--- config.mk ---
export PLATFORM = sky130hd
export DESIGN_NAME = cpu_run_ctrl
export DESIGN_NICKNAME = d
export VERILOG_FILES = /design/src/rtl/cpu_run_ctrl.sv
export SDC_FILE = /design/constraint.sdc
export NUM_CORES = 1
export LEC_CHECK = 0
export ABC_AREA = 1
export CORE_MARGIN = 4
export CORE_UTILIZATION = 45
export DETAILED_ROUTE_END_ITERATION = 10
export HOLD_SLACK_MARGIN = 0.02
export PLACE_DENSITY = 0.72
export RECOVER_POWER = 25
export SYNTH_ARGS = -nofsm -noshare
export SYNTH_HDL_FRONTEND = slang
export SYNTH_SLANG_ARGS = --single-unit
--- constraint.sdc ---
create_clock -name clk_i -period 5.5 [get_ports clk_i]
set_clock_uncertainty 0.2 [all_clocks]
set_input_delay 0.825 -clock clk_i [delete_from_list [all_inputs] [get_ports clk_i]]
set_output_delay 0.825 -clock clk_i [all_outputs]
set_load 0.01 [all_outputs]
--- src/rtl/cpu_run_ctrl.sv ---
// CPU run controller: turns a divide-by-DIV_N slot into a one-clk cpu_ce, with run/step/burst modes, PC breakpoint and syscall stall.
// cpu_ce is combinational from registered state; launch at edge T gives the first enable in cycle T+DIV_N.
module cpu_run_ctrl #(
    parameter int unsigned DIV_N      = 4,
    parameter int unsigned PC_W       = 10,
    parameter int unsigned BURST_W    = 16,
    parameter int unsigned CNT_W      = 32,
    parameter bit          SYSC_STALL = 1'b1
) (
    input  logic               clk_i,
    input  logic               rst_n_i,
    input  logic               start_i,
    input  logic               cpu_wake_i,
    input  logic               cpu_slep_i,
    input  logic [1:0]         mode_i,
    input  logic [BURST_W-1:0] burst_len_i,
    input  logic               halt_i,
    input  logic               syscall_i,
    input  logic               sysc_ack_i,
    input  logic               bp_en_i,
    input  logic [PC_W-1:0]    bp_addr_i,
    input  logic [PC_W-1:0]    cpu_pc_i,
    output logic               cpu_ce_o,
    output logic               cpu_stat_o,
    output logic               sysc_mp_o,
    output logic [2:0]         state_o,
    output logic               bp_hit_o,
    output logic [CNT_W-1:0]   step_cnt_o
);

    localparam int unsigned      DIV_W    = (DIV_N > 1) ? $clog2(DIV_N) : 1;
    localparam logic [DIV_W-1:0] DIV_LAST = DIV_W'(DIV_N - 1);

    typedef enum logic [2:0] {
        ST_IDLE  = 3'd0,
        ST_RUN   = 3'd1,
        ST_STEP  = 3'd2,
        ST_BURST = 3'd3,
        ST_SYSC  = 3'd4,
        ST_HALT  = 3'd5,
        ST_BREAK = 3'd6
    } state_t;

    state_t             state_q, state_d, ret_q, ret_d, launch_st;
    logic [DIV_W-1:0]   div_cnt_q, div_cnt_d;
    logic [BURST_W-1:0] remain_q, remain_d;
    logic               skip_q, skip_d;
    logic               syscall_q, sysc_mp_q;
    logic [CNT_W-1:0]   step_cnt_q;
    logic               run_st, slot, bp_block, cpu_ce, sysc_edge, do_launch;

    assign run_st    = (state_q == ST_RUN) || (state_q == ST_STEP) || (state_q == ST_BURST);
    assign slot      = run_st && (div_cnt_q == DIV_LAST);
    assign bp_block  = bp_en_i && (cpu_pc_i == bp_addr_i) && !skip_q;
    assign cpu_ce    = slot && !bp_block;
    assign sysc_edge = syscall_i && !syscall_q;

    always_comb begin
        case (mode_i)
            2'b01:   launch_st = ST_STEP;
            2'b10:   launch_st = (burst_len_i != '0) ? ST_BURST : ST_IDLE;
            default: launch_st = ST_RUN;
        endcase
    end

    always_comb begin
        state_d   = state_q;
        ret_d     = ret_q;
        remain_d  = remain_q;
        skip_d    = skip_q;
        do_launch = 1'b0;
        if (cpu_ce && (state_q == ST_BURST)) remain_d = remain_q - 1'b1;
        if (cpu_ce) skip_d = 1'b0;
        case (state_q)
            ST_IDLE: do_launch = start_i || cpu_wake_i;
            ST_RUN, ST_STEP, ST_BURST: begin
                if (halt_i) begin
                    state_d = ST_HALT;
                end else if (cpu_slep_i) begin
                    state_d = ST_IDLE;
                end else if (SYSC_STALL && sysc_edge) begin
                    state_d = ST_SYSC;
                    if (state_q == ST_RUN)   ret_d = ST_RUN;
                    else if (remain_d != '0) ret_d = ST_BURST;
                    else                     ret_d = ST_IDLE;
                end else if (slot && bp_block) begin
                    state_d = ST_BREAK;
                end else if (cpu_ce && (state_q == ST_STEP)) begin
                    state_d = ST_IDLE;
                end else if (cpu_ce && (state_q == ST_BURST) && (remain_q == BURST_W'(1))) begin
                    state_d = ST_IDLE;
                end
            end
            ST_SYSC: begin
                if (halt_i)          state_d = ST_HALT;
                else if (cpu_slep_i) state_d = ST_IDLE;
                else if (sysc_ack_i) state_d = ret_q;
            end
            ST_HALT: do_launch = start_i && !halt_i;
            ST_BREAK: begin
                do_launch = start_i || cpu_wake_i;
                // Resume must let the instruction sitting on the breakpoint execute once.
                if (do_launch && (launch_st != ST_IDLE)) skip_d = 1'b1;
            end
            default: state_d = ST_IDLE;
        endcase
        if (do_launch) begin
            state_d  = launch_st;
            remain_d = (launch_st == ST_BURST) ? burst_len_i : '0;
        end
    end

    // Divider restarts on any entry into a run state, including return from SYSC.
    always_comb begin
        div_cnt_d = '0;
        if (run_st && (state_d == state_q))
            div_cnt_d = (div_cnt_q == DIV_LAST) ? '0 : div_cnt_q + 1'b1;
    end

    always_ff @(posedge clk_i or negedge rst_n_i) begin
        if (!rst_n_i) begin
            state_q    <= ST_IDLE;
            ret_q      <= ST_IDLE;
            div_cnt_q  <= '0;
            remain_q   <= '0;
            skip_q     <= 1'b0;
            syscall_q  <= 1'b0;
            sysc_mp_q  <= 1'b0;
            step_cnt_q <= '0;
        end else begin
            state_q    <= state_d;
            ret_q      <= ret_d;
            div_cnt_q  <= div_cnt_d;
            remain_q   <= remain_d;
            skip_q     <= skip_d;
            syscall_q  <= syscall_i;
            sysc_mp_q  <= sysc_edge;
            step_cnt_q <= step_cnt_q + CNT_W'(cpu_ce);
        end
    end

    assign cpu_ce_o   = cpu_ce;
    assign cpu_stat_o = run_st;
    assign sysc_mp_o  = sysc_mp_q;
    assign state_o    = state_q;
    assign bp_hit_o   = (state_q == ST_BREAK);
    assign step_cnt_o = step_cnt_q;

endmodule

# ---- Word level (Yosys, flattened, before mapping)
# Index checks and enable logic that the tools add are counted.
# Widths: inputs -> output; s select.
dict set report word_totals {
  ff_bits 59
  inputBits 47
  output_inout_bits 39
  wordCells 77
}
dict set report classes {
  n_addsub 3
  eq_ne 13
  n_mux 24
  n_bitwise 2
  reduce_logical 27
}
# op count
set op_table {}
lappend op_table {{$mux 16} 3}
lappend op_table {{$add 32x1->32} 1}
lappend op_table {{$reduce_bool 16->1} 2}
lappend op_table {{$mux 3} 10}
lappend op_table {{$eq 16x1->1 const B} 1}
lappend op_table {{$sub 16x1->16 const B} 1}
lappend op_table {{$logic_and 1x1->1} 12}
lappend op_table {{$eq 10x10->1} 1}
lappend op_table {{$mux 2} 5}
lappend op_table {{$eq 3x2->1 const B} 3}
lappend op_table {{$eq 3x3->1 const B} 3}
lappend op_table {{$pmux 3 s3} 1}
lappend op_table {{$reduce_or 3->1} 2}
lappend op_table {{$eq 2x2->1 const B} 2}
lappend op_table {{$logic_not 1->1} 4}
lappend op_table {{$pmux 2 s2} 1}
lappend op_table {{$reduce_and 4->1} 1}
lappend op_table {{$eq 3x1->1 const B} 1}
lappend op_table {{$eq 3x3->1} 1}
lappend op_table {{$logic_not 3->1} 1}
lappend op_table {{$logic_or 1x1->1} 3}
lappend op_table {{$mux 1} 3}
lappend op_table {{$reduce_bool 3->1} 1}
lappend op_table {{$add 2x1->2 const B} 1}
lappend op_table {{other kinds (4)} 5}

# ---- Depth between registers and ports, before layout
# Gate-level depths: netlist of run 1.
dict set report logic_depth {
  word_depth 18
  depth_mapped 21
  depth_no_buf 20
}

# ---- Worst setup path after synthesis of run 1
# Ideal clock, no wire load.
dict set report synth_timing {
  path_type {input to register}
  start {input cpu_pc_i[0]}
  end {register step_cnt_q[30] (netlist: step_cnt_o[30])}
  setup_time_ns 0.079
  arrival_ns 3.289
  required_time_ns 5.221
  setup_slack_ns 1.932
  path_stages 18
  n_path_buf 1
  path_cell_list {xnor2_1 o21ai_0 nor2_1 a21boi_4 buf_2 ha_1 ha_1 nand2_1 nor2_2 nand3_1 nor2_1 nand3_1 nor3_2 nand3_1 nor2_1 nand4_1 nor3_2 xor2_1}
}
dict set report synth_between {
  elab_chain_len 6
}
# element line
set synth_rtl {}
lappend synth_rtl {{start, declared} 22} ;# input logic [PC_W-1:0] cpu_pc_i,
lappend synth_rtl {{$eq 10x10->1} 54} ;# assign bp_block = bp_en_i && (cpu_pc_i == bp_addr_i) && !skip_q;
lappend synth_rtl {{$logic_and 1x1->1 (2 in series)} 54}
lappend synth_rtl {{$logic_not 1->1} 55} ;# assign cpu_ce = slot && !bp_block;
lappend synth_rtl {{$logic_and 1x1->1} 55}
lappend synth_rtl {{named net cpu_ce_o} 23} ;# output logic cpu_ce_o,
lappend synth_rtl {{$add 32x1->32} 138} ;# step_cnt_q <= step_cnt_q + CNT_W'(cpu_ce);
lappend synth_rtl {{end signal, assigned} 138}
lappend synth_rtl {{end, declared} 49} ;# logic [CNT_W-1:0] step_cnt_q;
# The timed path passes the listed nets, and every way through them passes these cells.
# A chain may end at the register's enable or synchronous reset.

# ---- Worst setup path in the final report of run 1
dict set report layout_timing {
  start {input bp_addr_i[4]}
  end {register step_cnt_q[30] (netlist: step_cnt_o[30])}
}
dict set report layout_between {
  elab_chain_len 6
}
# element line
set layout_rtl {}
lappend layout_rtl {{start, declared} 21} ;# input logic [PC_W-1:0] bp_addr_i,
lappend layout_rtl {{$eq 10x10->1} 54}
lappend layout_rtl {{$logic_and 1x1->1 (2 in series)} 54}
lappend layout_rtl {{$logic_not 1->1} 55}
lappend layout_rtl {{$logic_and 1x1->1} 55}
lappend layout_rtl {{$add 32x1->32} 138}
# Every way passes these cells.

==> impl_metrics.env, run 1 <==
export IMPL_portBuffers=85
export IMPL_netlist_instances=492
export IMPL_violations="max-capacitance violations, max-slew violations"
export IMPL_htree_levels=3
export IMPL_cts_sinks=58
export IMPL_final_nets=636
export IMPL_final_layout_size_suffix_gt1_share_pct=5.96
export IMPL_dp_hpwl_mm=6.94
export IMPL_swShare_pct=41.9
export IMPL_cp_required_ps=5560
export IMPL_antenna_found_initial=0
export IMPL_critPathLaunchType="primary input"
export IMPL_cellLeakagePower_nw=2.35
export IMPL_path_buf_inv=1
export IMPL_clk_pin_slew_ps=80
export IMPL_peakVddDrop_uv=160
export IMPL_place_congestion=0.907
export IMPL_clock_root_buffer="clkbuf_8"
export IMPL_fmax_ghz=0.247
export IMPL_yosysUniqueCellTypes=32
export IMPL_yosysWarnings=0
export IMPL_slew_violations=59
export IMPL_cp_slowest_cell="clkdlybuf4s50_1"
export IMPL_num_rows=32
export IMPL_ctsHoldBuffers=0
export IMPL_hp_class="flop to flop"
export IMPL_n_fill_cell=718
export IMPL_regToRegSetupSlack_ps=1810
export IMPL_synthesis_nets=546
export IMPL_path_cells="clkdlybuf4s50_1, nand2_1, nand2_1, nor2_1, nand2_1, nor2_1, a21boi_4, ha_1, ha_1, nand2_1, nor2_2, nand3_1, nor2_1, nand3_1, nor3_2, nand3_1, nor2_1, nand4_1, nor3_2, xor2_1"
export IMPL_switchingPower_mw=0.774
export IMPL_gr_usage_all_layers_pct=20.2
export IMPL_relSlewSlack_pct=-108
export IMPL_die_area_um2=9600
export IMPL_whs_path_depth=1
export IMPL_finalSetupViolations=0
export IMPL_num_antenna_cells=0
export IMPL_min_period_ps=4050
export IMPL_rsz0062_at_grt="no"
export IMPL_clk_latency_ps=330
export IMPL_status="finished with violations"
export IMPL_wire_per_inst_um=13.4
export IMPL_synth_seq_area_share_pct=39.8
export IMPL_syn_area_per_cell_um2=7.41
export IMPL_viasPerCell=5.03
export IMPL_cts_made_buffers=9
export IMPL_synth_seq_cells=58
export IMPL_grt_pass1_wl_mm=16.2
export IMPL_drt_iter0_drc=127
export IMPL_antenna_left=0
export IMPL_pwr_share_comb_pct=44.1
export IMPL_start_util_pct=46.7
export IMPL_crit_start="bp_addr_i[4]"
export IMPL_worst_slew_pin_slew_ps=3130
export IMPL_coreArea_um2=7810
export IMPL_p_seq_share_pct=31.7
export IMPL_routed_wl_mm=9.22
export IMPL_drc=0
export IMPL_r2r_start="state_o[1]"
export IMPL_fin_crit_sh_pct=73.7
export IMPL_area_growth_pct=32.0
export IMPL_reg2reg_to="step_cnt_o[30]"
export IMPL_clockBufferDepth=2
export IMPL_ios=86
export IMPL_worstHoldStart="step_cnt_o[31]"
export IMPL_synth_area_um2=3640
export IMPL_fin_setup_tns_ps=0
export IMPL_grt_overflow_total=0
export IMPL_post_cts_setup_buffer_count=0
export IMPL_placed_area_um2=4590
export IMPL_fp_dieH_um=98.0
export IMPL_die_width_um=98.0
export IMPL_grt_pass1_vias=3622
export IMPL_crit_path_max_fanout=16
export IMPL_cts_resized=0
export IMPL_cp_slowest_stage_delay_ps=490
export IMPL_cts_tree="built"
export IMPL_path_class="primary input to flop"
export IMPL_arrival_ps=4110
export IMPL_num_vias=3465
export IMPL_cp_top_family="simple AND/OR/NAND/NOR gates"
export IMPL_drt_pass1_iter_count=4
export IMPL_fin_area_um2=4810
export IMPL_cellInternalPower_mw=1.07
export IMPL_max_cap_violations=1
export IMPL_worstHoldEndpoint="step_cnt_o[31]"
export IMPL_grt_max_degree=59
export IMPL_r2r_cells=18
export IMPL_hold_violations=0
export IMPL_end_kind="flop"
export IMPL_power_density_nw_per_um2=383
export IMPL_p_clk_share_pct=24.2
stage by stage:
step / worst slack, ps / total power [mW] / util [%] / hold WS, ps / instances
after CTS: 1420 / 1.85 / 61.7 / 275 / 689
after global placement: 1240 / 1.39 / 58.8 / 254 / 673
after global routing: 1030 / 2.01 / 61.6 / 295 / 689
after floorplan: 1930 / 1.18 / - / 221 / 492
after detailed placement: 1110 / 1.40 / 58.8 / 260 / 673
final: 1450 / 1.84 / 61.6 / 270 / 689
power groups by stage:
stage | combinational, mW | clock [mW] | sequential (mW)
floorplan | 0.604 | 0 | 0.571
global placement | 0.800 | 0 | 0.589
detailed placement | 0.806 | 0 | 0.591
CTS | 0.812 | 0.459 | 0.584
global route | 0.934 | 0.478 | 0.597
finish | 0.813 | 0.447 | 0.585
cell usage in the layout, fill, tap and decap left out, drive strengths merged, types with 3 or more instances in the layout:
master	count
clkinv	3
clkbuf	10
xor2	26
ha	7
nor3	15
clkdlybuf4s50	83
a21oi	6
dfrtp	58
nor2	55
nand4	12
nand2	133
nor4	7
o21ai	22
nand3	50
xnor2	17
inv	69
kinds of logic after synthesis:
family                     Yosys count  share of synthesized area (%)
AOI/OAI and AO/OA                   34                           5.32
buffers and inverters               76                           8.10
and+or+nand+nor                    274                           34.0
xor gates and xnor gates            43                           10.3
adders and majority gates            7                           2.40
DFF                                 58                           39.8
worst max-delay path by stage:
stage / cells past startpoint / end
final: 20 / step_cnt_o[30]
after global routing: 21 / step_cnt_o[30]
after CTS: 20 / step_cnt_o[30]
after detailed placement: 20 / step_cnt_o[30]
after global placement: 18 / step_cnt_o[30]
after floorplan: 18 / step_cnt_o[30]
state kept, by name (all words and copies together) (netlist names):
name / flops
step_cnt_o: 32
syscall_q: 1
sysc_mp_o: 1
div_cnt_q: 2
state_o: 3
ret_q: 2
skip_q: 1
remain_q: 16
routing by layer:
metal | part of all wire [%] | up-vias | track usage [%]
met3 | 5.8 | 19 | 5.36
met1 | 44 | 1591 | 25.1
met2 | 49 | 106 | 34.6
li1 | - | 1749 | -
met4 | 1.5 | 0 | 5.75
met5 | 0 | - | 0
layout make-up:
cell class,count,area [um2],area share (%)
multi-input cells,358,1900,39.5
well taps,102,128,2.65
clock inverters,7,101,2.11
inverters,69,259,5.38
flip-flops and latches,58,1450,30.2
repair buffers,86,850,17.7
clock buffers,9,124,2.57
Yosys cell counts, drive strengths merged:
master | count | area share [%]
a41oi | 1 | 0.24
nor3 | 15 | 2.7
clkinv | 1 | 0.10
o211ai | 1 | 0.21
nand3 | 50 | 6.9
or4 | 1 | 0.31
o21ai | 22 | 3.0
nand2 | 133 | 14
nand4 | 12 | 2.1
inv | 68 | 7.0
a31oi | 2 | 0.34
dfrtp | 58 | 40
a21oi | 6 | 0.82
nor2 | 55 | 6.1
nor4 | 7 | 1.6
a21boi | 1 | 0.51
buf | 3 | 0.58
ha | 7 | 2.4
o22ai | 1 | 0.17
or2 | 1 | 0.17
clkbuf | 4 | 0.41
xnor2 | 17 | 4.1
xor2 | 26 | 6.2
Power figures use the tool's default switching activity.
==> run 2, diff against run 1 <==
- clock period: 5.5 -> 4 ns (I/O delays scaled with it)
==> run 2 against run 1 <==
The flow still finishes with violations (max-capacitance violations, max-slew violations). Combinational power grew 39%. Register-to-register slack got worse by 1100 ps. Total power is 34% higher. Wire length is 0.33% lower. Core utilization fell by 0.11 points. Worst hold slack improved by 5.9 ps. Critical path depth fell by 2. Cell count rose by 0.15%. Critical path type unchanged. Largest power group unchanged. Highest routed layer unchanged.
==> impl_metrics.env, run 2 (same netlist as run 1, synthesis figures left out) <==
export IMPL_final_common_cell="nand2_1"
export IMPL_ios=86
export IMPL_num_vias=3430
export IMPL_layout_common_cells="130 x nand2_1, 83 x clkdlybuf4s50_1, 66 x inv_1"
export IMPL_fin_crit_sh_pct=87.1
export IMPL_finalSetupViolations=0
export IMPL_ctsHoldBuffers=0
export IMPL_area_growth_pct=31.8
export IMPL_final_layout_size_suffix_gt1_share_pct=5.95
export IMPL_post_route_util_pct=61.5
export IMPL_max_cap_violations=1
export IMPL_wire_per_inst_um=13.3
export IMPL_die_area_um2=9600
export IMPL_status="finished with violations"
export IMPL_routed_wl_mm=9.19
export IMPL_clock_root_buffer="clkbuf_8"
export IMPL_dp_worst_setup_slack_ps=151
export IMPL_relSlewSlack_pct=-11.7
export IMPL_fmax_ghz=0.287
export IMPL_coreArea_um2=7810
export IMPL_clockBufferDepth=2
export IMPL_grt_overflow_total=0
export IMPL_cellInternalPower_mw=1.44
export IMPL_swShare_pct=41.9
export IMPL_drt_iter0_drc=124
export IMPL_cts_sinks=58
export IMPL_hp_class="flop to flop"
export IMPL_place_congestion=0.909
export IMPL_min_period_ps=3480
export IMPL_largest_reg_flops=32
export IMPL_antenna_left=0
export IMPL_critPathLaunchType="primary input"
export IMPL_clk_pin_slew_ps=70
export IMPL_cts_made_buffers=9
export IMPL_drc=0
export IMPL_fp_dieH_um=98.0
export IMPL_post_cts_setup_buffer_count=0
export IMPL_power_density_nw_per_um2=516
export IMPL_portBuffers=85
export IMPL_p_seq_share_pct=32.3
export IMPL_pwr_share_comb_pct=45.4
export IMPL_antenna_found_initial=0
export IMPL_dp_hpwl_mm=7.15
export IMPL_grt_pass1_wl_mm=16.0
export IMPL_drt_pass1_iter_count=4
export IMPL_peakVddDrop_uv=187
export IMPL_p_clk_share_pct=22.2
export IMPL_rsz0062_at_grt="no"
export IMPL_switchingPower_mw=1.04
export IMPL_end_kind="flop"
export IMPL_start_util_pct=46.7
export IMPL_grt_max_degree=33
export IMPL_hold_violations=0
export IMPL_arrival_ps=3540
export IMPL_num_antenna_cells=0
export IMPL_slew_violations=33
export IMPL_path_class="primary input to flop"
export IMPL_fin_setup_tns_ps=0
export IMPL_crit_path_max_fanout=3
export IMPL_cp_required_ps=4060
export IMPL_htree_levels=3
export IMPL_grt_pass1_vias=3550
export IMPL_clk_latency_ps=330
export IMPL_final_nets=638
export IMPL_num_rows=32
export IMPL_die_width_um=98.0
export IMPL_worst_slew_pin_slew_ps=1670
export IMPL_total_power_mw=2.48
export IMPL_gr_usage_all_layers_pct=20.0
export IMPL_violations="max-capacitance violations, max-slew violations"
export IMPL_viasPerCell=4.97
export IMPL_cts_tree="built"
export IMPL_cellLeakagePower_nw=2.35
export IMPL_cts_resized=0
export IMPL_worst_slack_ps=516
-- run 2: metrics by stage --
| step | area [um2] | hold WS (ps) | cells |
|---|---|---|---|
| after detailed placement | 4600 | 262 | 675 |
| after global placement | 4600 | 256 | 675 |
| after floorplan | 3640 | 104 | 492 |
| after global routing | 4800 | 302 | 690 |
| final | 4800 | 276 | 690 |
| after CTS | 4810 | 139 | 690 |
-- run 2: cell type report --
type / instances / area (um2)
Clock buffer: 11 / 151
Clock inverter: 4 / 51.3
Fill cell: 718 / 3010
Inverter: 69 / 259
Multi-Input combinational cell: 358 / 1900
Sequential cell: 58 / 1450
Tap cell: 102 / 128
Timing Repair Buffer: 88 / 863
-- run 2: power groups by stage --
stage / Combinational (mW) / Sequential (mW) / Clock [mW]
2_1_floorplan: 0.831 / 0.786 / 0
3_3_place_gp: 1.10 / 0.811 / 0
3_5_place_dp: 1.11 / 0.813 / 0
4_1_cts: 1.12 / 0.802 / 0.563
5_1_grt: 1.28 / 0.818 / 0.588
6_report: 1.13 / 0.801 / 0.551
-- run 2: path summary, 6_finish.rpt --
check | end | cells past startpoint | slack [ps] | start
max in group asynchronous | step_cnt_o[1] | 2 | 1050 | rst_n_i
min in group asynchronous | step_cnt_o[24] | 1 | 490 | rst_n_i
max reg2reg | step_cnt_o[30] | 18 | 690 | state_o[1]
min | step_cnt_o[31] | 1 | 280 | step_cnt_o[31]
min reg2reg | step_cnt_o[31] | 1 | 280 | step_cnt_o[31]
max | step_cnt_o[30] | 18 | 520 | cpu_pc_i[1]
-- run 2: layer usage --
metal	global-route usage, %	up-vias	wire length (um)
met1	25.6	1586	4270
met5	0	-	0
met4	4.69	0	116
met3	4.79	12	433
li1	-	1754	-
met2	34.2	78	4370
-- run 2: worst max-delay path, stage by stage --
cell,delay [ps]
clkdlybuf4s50_1,460
inv_1,50
o21ai_0,170
nor2_1,120
a21boi_4,210
ha_1,210
ha_1,190
nand2_1,70
nor2_2,120
nand3_1,150
nor2_1,180
nand3_1,110
nor3_2,160
nand3_1,90
nor2_1,190
nand4_1,170
nor3_2,150
xor2_1,150
==> run 3, diff against run 2 <==
- PLACE_DENSITY: 0.72 -> 0.73
==> run 3 against run 2 <==
Combinational power about the same. Clock-buffer cell count decreased by 1. Global-route usage increased by 0.15 points. Critical path type unchanged. Non-clock buffer count unchanged. Die area unchanged. Sequential share of layout area about the same. Maximum frequency decreased by 2.5%. The run still ends with max-capacitance violations, max-slew violations left. Via count increased by 1.9%. Core utilization about the same. First-iteration DRC count decreased by 21%.
==> impl_metrics.env, run 3 (same netlist as run 1, synthesis figures left out) <==
export IMPL_cts_sinks=58
export IMPL_arrival_ps=3640
export IMPL_clockBufferDepth=2
export IMPL_power_density_nw_per_um2=514
export IMPL_start_util_pct=46.7
export IMPL_critPathLaunchType="primary input"
export IMPL_cp_required_ps=4060
export IMPL_cts_tree="built"
export IMPL_end_kind="flop"
export IMPL_final_layout_size_suffix_gt1_share_pct=6.11
export IMPL_path_cells="clkdlybuf4s50_1, inv_1, o21ai_0, nor2_1, a21boi_4, ha_1, ha_1, nand2_1, nor2_2, nand3_1, nor2_1, nand3_1, nor3_2, nand3_1, nor2_1, nand4_1, nor3_2, xor2_1"
export IMPL_reg2reg_to="step_cnt_o[30]"
export IMPL_fmax_ghz=0.280
export IMPL_violations="max-capacitance violations, max-slew violations"
export IMPL_crit_path_max_fanout=3
export IMPL_fp_dieH_um=98.0
export IMPL_status="finished with violations"
export IMPL_drt_iter0_drc=98
export IMPL_antenna_found_initial=0
export IMPL_cellLeakagePower_nw=2.34
export IMPL_fin_area_um2=4800
export IMPL_portBuffers=85
export IMPL_num_rows=32
export IMPL_hold_violations=0
export IMPL_wire_per_inst_um=13.4
export IMPL_num_vias=3496
export IMPL_place_congestion=0.927
export IMPL_ios=86
export IMPL_finalSetupViolations=0
export IMPL_min_period_ps=3570
export IMPL_hp_class="flop to flop"
export IMPL_die_area_um2=9600
export IMPL_worstHoldEndpoint="sysc_mp_o"
export IMPL_post_cts_setup_buffer_count=0
export IMPL_regToRegSetupSlack_ps=540
export IMPL_clock_root_buffer="clkbuf_8"
export IMPL_path_class="primary input to flop"
export IMPL_regArea_um2=1450
export IMPL_rsz0062_at_grt="no"
export IMPL_drt_pass1_iter_count=4
export IMPL_multi_input_area_um2=1900
export IMPL_htree_levels=3
export IMPL_area_growth_pct=31.7
export IMPL_grt_overflow_total=0
export IMPL_viasPerCell=5.06
export IMPL_fin_crit_sh_pct=89.3
export IMPL_die_width_um=98.0
export IMPL_drc=0
export IMPL_placed_area_um2=4600
export IMPL_fin_setup_tns_ps=0
export IMPL_routed_wl_mm=9.23
export IMPL_relSlewSlack_pct=-46.1
export IMPL_worstHoldStart="syscall_q"
export IMPL_ctsHoldBuffers=0
export IMPL_cts_resized=0
export IMPL_layout_common_cells="130 x nand2_1, 83 x clkdlybuf4s50_1, 66 x inv_1"
export IMPL_clk_latency_ps=340
export IMPL_slew_violations=41
export IMPL_final_nets=638
export IMPL_largest_reg_flops=32
export IMPL_grt_pass1_vias=3582
export IMPL_num_antenna_cells=0
export IMPL_worst_slew_pin_slew_ps=2190
export IMPL_max_cap_violations=1
export IMPL_n_fill_cell=722
export IMPL_grt_pass1_wl_mm=16.0
export IMPL_post_route_util_pct=61.5
export IMPL_whs_path_depth=1
export IMPL_worst_slack_ps=427
export IMPL_r2r_cells=18
export IMPL_cp_slowest_cell="clkdlybuf4s50_1"
export IMPL_cts_made_buffers=9
export IMPL_grt_max_degree=41
export IMPL_cp_slowest_stage_delay_ps=450
export IMPL_dp_hpwl_mm=7.14
export IMPL_final_common_cell="nand2_1"
export IMPL_peakVddDrop_uv=194
export IMPL_r2r_start="state_o[1]"
export IMPL_clk_pin_slew_ps=70
export IMPL_antenna_left=0
export IMPL_coreArea_um2=7810
export IMPL_dp_worst_setup_slack_ps=103
export IMPL_gr_usage_all_layers_pct=20.1
[run 3: cell types whose count changed in the layout (fill, tap and decap cells not counted)]
| cell | change |
|---|---|
| buf_4 | +1 |
| clkbuf_8 | -2 |
| clkinv_2 | -1 |
| clkinv_4 | -1 |
| clkinvlp_4 | +4 |
[run 3: per-layer routing]
metal  share of wire [%]  GRT usage (%)  vias up
li1                    -              -     1752
met1                  45           25.0     1631
met2                  47           33.7       94
met3                 5.5           5.00       19
met4                 1.9           7.67        0
met5                   0              0        -
[run 3: worst max-delay path by stage]
| stage | start | end |
|---|---|---|
| after floorplan | cpu_pc_i[0] | step_cnt_o[30] |
| after global placement | cpu_pc_i[1] | step_cnt_o[28] |
| after detailed placement | cpu_pc_i[1] | step_cnt_o[30] |
| after CTS | cpu_pc_i[1] | step_cnt_o[30] |
| after global routing | bp_addr_i[8] | step_cnt_o[30] |
| final | cpu_pc_i[1] | step_cnt_o[30] |
[run 3: critical path: cells and delay by family]
kind            cells  cell delay, ps
simple gates       11            1630
buf+inv             2             500
fa+ha+maj           2             390
compound gates      2             350
xor+xnor            1             170
[run 3: final cells by class]
class                      instances  share of cell area [%]
tap                              102                    2.66
clock inverter                     6                    1.41
timing repair buffer              88                    18.1
clock buffer                      10                    2.66
sequential                        58                    30.2
multi-input combinational        358                    39.6
inverter                          69                    5.40
[run 3: report_power, final]
part | leakage (nW) | internal, mW | switching, mW
Combinational | 1.50 | 0.434 | 0.692
Clock | 0.0808 | 0.287 | 0.248
Sequential | 0.756 | 0.687 | 0.116
[run 3: metrics by stage]
stage | power [mW] | hold WS, ps | std cells
floorplan | 1.62 | 104 | 492
global placement | 1.91 | 255 | 675
detailed placement | 1.93 | 255 | 675
CTS | 2.47 | 217 | 691
global route | 2.68 | 281 | 691
finish | 2.46 | 264 | 691
